===== src/rtl/seg_scan_ctrl.sv =====
// seg_scan_ctrl: multiplexes one shared hex_to_7seg decoder across NUM_DIGITS common-anode digits with dead time and tear-free frame updates.
// Define LEAD_ZERO_BLANK_EN to blank leading zero digits (digit 0 is always shown).
module seg_scan_ctrl #(
  parameter int NUM_DIGITS   = 4,
  parameter int DIV          = 50000,
  parameter int BLANK_CYCLES = 2
) (
  input  logic                    clk,
  input  logic                    rst_n,
  input  logic [4*NUM_DIGITS-1:0] data_in,
  input  logic                    load,
  output logic                    load_ack,
  output logic [3:0]              hex_out,
  input  logic [6:0]              seg_in,
  output logic [6:0]              seg_out,
  output logic [NUM_DIGITS-1:0]   dig_n,
  output logic                    frame_tick
);
  localparam int CW = DIV > 2 ? $clog2(DIV) : 1;
  localparam int IW = NUM_DIGITS > 2 ? $clog2(NUM_DIGITS) : 1;
  localparam int DW = 4*NUM_DIGITS;
  typedef enum logic {DEAD, ON} state_t;
  state_t          state_q, state_d;
  logic [CW-1:0]   cnt_q, cnt_d;
  logic [IW-1:0]   idx_q, idx_d;
  logic [DW-1:0]   disp_q, disp_d, shad_q, shad_d;
  logic            pend_q, pend_d;
  logic [3:0]      hex_q, hex_d;
  logic [6:0]      seg_q, seg_d;
  logic            wrap, last, apply, blank_cur;
  assign wrap  = cnt_q == CW'(DIV-1);
  assign last  = idx_q == IW'(NUM_DIGITS-1);
  assign apply = wrap & last;
`ifdef LEAD_ZERO_BLANK_EN
  logic [NUM_DIGITS-1:0] blank;
  logic                  hi_zero;
  // blank[k] is set when nibble k and every nibble above it are zero
  always_comb begin
    hi_zero = 1'b1;
    blank   = '0;
    for (int k = NUM_DIGITS-1; k > 0; k--) begin
      hi_zero  = hi_zero & (disp_q[4*k +: 4] == 4'h0);
      blank[k] = hi_zero;
    end
  end
  assign blank_cur = blank[idx_q];
`else
  assign blank_cur = 1'b0;
`endif
  always_comb begin
    state_d = state_q;
    seg_d   = seg_q;
    hex_d   = hex_q;
    cnt_d   = wrap ? '0 : cnt_q + 1'b1;
    idx_d   = wrap ? (last ? '0 : idx_q + 1'b1) : idx_q;
    disp_d  = apply && pend_q ? shad_q : disp_q;
    shad_d  = load ? data_in : shad_q;
    pend_d  = load | (pend_q & ~apply);
    if (wrap) begin
      state_d = DEAD;
      seg_d   = 7'h7F;
      hex_d   = disp_d[4*idx_d +: 4];
    end else if (state_q == DEAD && cnt_q == CW'(BLANK_CYCLES-1)) begin
      state_d = ON;
      seg_d   = blank_cur ? 7'h7F : seg_in;
    end
  end
  always_ff @(posedge clk or negedge rst_n) begin
    if (!rst_n) begin
      state_q <= DEAD;
      cnt_q   <= '0;
      idx_q   <= '0;
      disp_q  <= '0;
      shad_q  <= '0;
      pend_q  <= 1'b0;
      hex_q   <= '0;
      seg_q   <= 7'h7F;
    end else begin
      state_q <= state_d;
      cnt_q   <= cnt_d;
      idx_q   <= idx_d;
      disp_q  <= disp_d;
      shad_q  <= shad_d;
      pend_q  <= pend_d;
      hex_q   <= hex_d;
      seg_q   <= seg_d;
    end
  end
  assign hex_out    = hex_q;
  assign seg_out    = seg_q;
  assign dig_n      = state_q == ON ? ~(NUM_DIGITS'(1) << idx_q) : '1;
  assign frame_tick = apply;
  assign load_ack   = apply & pend_q;
endmodule

===== config.mk =====
export PLATFORM = sky130hd
export DESIGN_NAME = seg_scan_ctrl
export DESIGN_NICKNAME = d
export VERILOG_FILES = /design/src/rtl/seg_scan_ctrl.sv
export SDC_FILE = /design/constraint.sdc
export NUM_CORES = 1
export LEC_CHECK = 0
export ABC_CLOCK_PERIOD_IN_PS = 3000
export CORE_UTILIZATION = 45
export CTS_CLUSTER_SIZE = 28
export DETAILED_ROUTE_END_ITERATION = 10
export PLACE_DENSITY = 0.75
export SYNTH_ARGS = -nofsm -noshare
export SYNTH_HDL_FRONTEND = slang
export SYNTH_SLANG_ARGS = --single-unit

===== constraint.sdc =====
create_clock -name clk -period 3 [get_ports clk]
set_input_delay 0.6 -clock clk [delete_from_list [all_inputs] [get_ports clk]]
set_output_delay 0.6 -clock clk [all_outputs]
set_load 0.005 [all_outputs]

==> run metrics <==
H-tree depth 3; min-delay worst type in2async; Congestion Overflow GR 0; Syn Nets 277; Num CTS Buffers 9; antenna violations before repair 0; RSZ-0062 raised after global routing no; ys flop type dfrtp_1; drt first pass iters 4; CTS Root Cell clkbuf_8; Iter 0 DRT Violations 108; vias per cell 5.04; flops & latches, synth 63; PortBufs 42; # DRC 0; Worst Tran Pin Value 0.771 ns; most common cell in the netlist dfrtp_1; fillers 484; crit-path max cell delay 0.49 ns; Mapped Avg Cell Area 11.5 um^2; Max Cap Violations 0; Ports 43; Worst setup EP type output pin; NumNets Final 332; crit path max fanout 10; largest net degree at the start of global routing 27; crit start category register; cell area after synthesis 0.00281 mm^2; worst skew pair latency 0.33 ns; Avg WL per Cell 13.8 um; # rows 28; max-slew violations 0; area of the core 0.00596 mm^2; crit path time final 2.88 ns; clock slew at reported path FFs 0.06 ns; Worst path slowest cell clkdlybuf4s50_1; Die Span Y 81.0 um; Diodes inserted 0; CTS max path bufs 2; clock sink total 63; Yosys top cell by area dfrtp_1; Total Wirelength 5.24 mm; cts hold-fix bufs 0; buffers plus inverters on the worst setup path 3; CP Class reg2out; post-synthesis sequential area ratio 0.564; final worst-path cycle share 0.960; outcome completed; count of cell types in the netlist 39; Achievable Freq 347 MHz; Peak supply drop 0.236 mV; Starting Density 0.472; Hold Violations, Final 0; Syn-to-layout area delta 28.2%; Via Count 1915; share of cells above drive strength 1 0.236; ANT nets after route 0; Yosys warnings 0; WP data arrival 2.28 ns; static leakage 1.63 nW; Synth top cells by count dfrtp_1, nand2_1, mux2_2; Layout Skew 0.00612 ns; Req. time, crit path 2.40 ns; CTS tree built; detailed placement HPWL 3.62 mm; die width 81.0 um; Routability Congestion 0.817; Slew HR 0.484; Post-synth EDFFs 0; Final setup violation count 0; worst-path cell chain ha_2 -> and3_2 -> nand4_4 -> nor2_4 -> buf_12 -> nand2_1 -> inv_1 -> clkdlybuf4s50_1; die area 0.00657 mm^2; Cells after Synth 245; first-pass GRT wire length 8.80 mm; Synth top area share 0.499; CP delay by family, top buffers and inverters; post-synthesis async set-or-reset flop share 1.00; gr usage total 0.181; vias in the first global route 1823; worst hold margin 0.250 ns; Final Core Density 0.605; top post-synthesis cells by area dfrtp_1, mux2_2, dfstp_2; PD cells 481 mW/mm^2
## worst paths after layout
check / from / endpoint / slack, ns / cells after the start
setup / recovery: cnt_q[0]$_DFF_PN0_ / frame_tick / 0.12 / 8
min in group clk: shad_q[14]$_DFFE_PN0P_ / disp_q[14]$_DFF_PN0_ / 0.48 / 2
hold reg to reg: shad_q[14]$_DFFE_PN0P_ / disp_q[14]$_DFF_PN0_ / 0.48 / 2
max in group asynchronous: rst_n / seg_out[5]$_DFFE_PN1P_ / 2.05 / 2
setup reg to reg: cnt_q[0]$_DFF_PN0_ / hex_out[3]$_DFFE_PN0N_ / 0.52 / 10
hold / removal: rst_n / shad_q[2]$_DFFE_PN0P_ / 0.25 / 1
## worst register-to-register path, delay by kind of cell, from the launching register on
| kind | cells | cell delay [ns] |
|---|---|---|
| AO/OA/AOI/OAI | 2 | 0.31 |
| adder cells (fa/ha/maj) | 1 | 0.21 |
| buffers and inverters | 2 | 0.33 |
| flip-flops | 1 | 0.36 |
| multiplexers | 1 | 0.38 |
| AND/OR/NAND/NOR | 4 | 0.77 |
## stage by stage
stage / TNS, ns / cells / setup slack (ns) / cell area (um^2) / power (mW)
2_1_floorplan: 0 / 245 / 0.872 / 2810 / 0.936
3_3_place_gp: 0 / 358 / 0.383 / 3300 / 1.00
3_5_place_dp: 0 / 358 / 0.266 / 3300 / 1.01
4_1_cts: -0.0171 / 375 / -0.0171 / 3540 / 1.76
5_1_grt: 0 / 380 / 0.0190 / 3600 / 1.81
6_report: 0 / 380 / 0.120 / 3600 / 1.73
## logic make-up (layout without fill, tap and decap cells)
family / Yosys count / after routing / synth area share
AND/OR/NAND/NOR: 91 / 91 / 0.162
multiplexers: 29 / 29 / 0.115
flip-flops: 63 / 63 / 0.564
XOR/XNOR: 13 / 13 / 0.0405
buffers and inverters: 18 / 78 / 0.0312
AO/OA/AOI/OAI: 25 / 25 / 0.0610
adder cells (fa/ha/maj): 6 / 6 / 0.0267
## final cells by class
cell class | count | area (um^2) | share of cell area
Sequential cell | 63 | 1590 | 0.440
Multi-Input combinational cell | 164 | 1150 | 0.319
Timing Repair Buffer | 52 | 520 | 0.144
Clock buffer | 13 | 169 | 0.0469
Tap cell | 75 | 93.8 | 0.0260
Inverter | 10 | 45.0 | 0.0125
Clock inverter | 3 | 40.0 | 0.0111
## sequential cells by signal (all words and copies together) (netlist names)
name	count
cnt_q	16
disp_q	16
hex_out	4
idx_q	2
pend_q	1
seg_out	7
shad_q	16
state_q	1
## metal layers
| metal | part of all wire | track usage | vias up |
|---|---|---|---|
| li1 | - | - | 956 |
| met1 | 0.50 | 0.256 | 903 |
| met2 | 0.45 | 0.263 | 46 |
| met3 | 0.039 | 0.0461 | 10 |
| met4 | 0.017 | 0.0786 | 0 |
| met5 | 0 | 0 | - |
## placed cells by master, fill, tap and decap left out, drive strengths merged, types with 9 or more instances in the layout
| cell type | synthesis | routed |
|---|---|---|
| inv | 10 | 10 |
| clkdlybuf4s50 | 0 | 41 |
| dfrtp | 56 | 56 |
| clkbuf | 4 | 14 |
| nor2 | 26 | 26 |
| buf | 4 | 10 |
| mux2 | 26 | 26 |
| nand2 | 36 | 36 |
| o21ai | 9 | 9 |
## what timing repair did
action / in CTS / in global routing
buffers inserted: 1 / 4
cloned: 0 / 1
setup endpoints to repair: 2 / 2
endpoints found under the hold margin: 0 / 0
pin swaps: 0 / 1
gates resized for setup: 4 / 3
## power by group
group / leakage, nW / switching [mW] / internal, mW
Combinational: 0.723 / 0.0332 / 0.0586
Sequential: 0.795 / 0.0155 / 0.880
Clock: 0.109 / 0.297 / 0.449
Total: 1.63 / 0.345 / 1.39
Power figures use the tool's default switching activity.
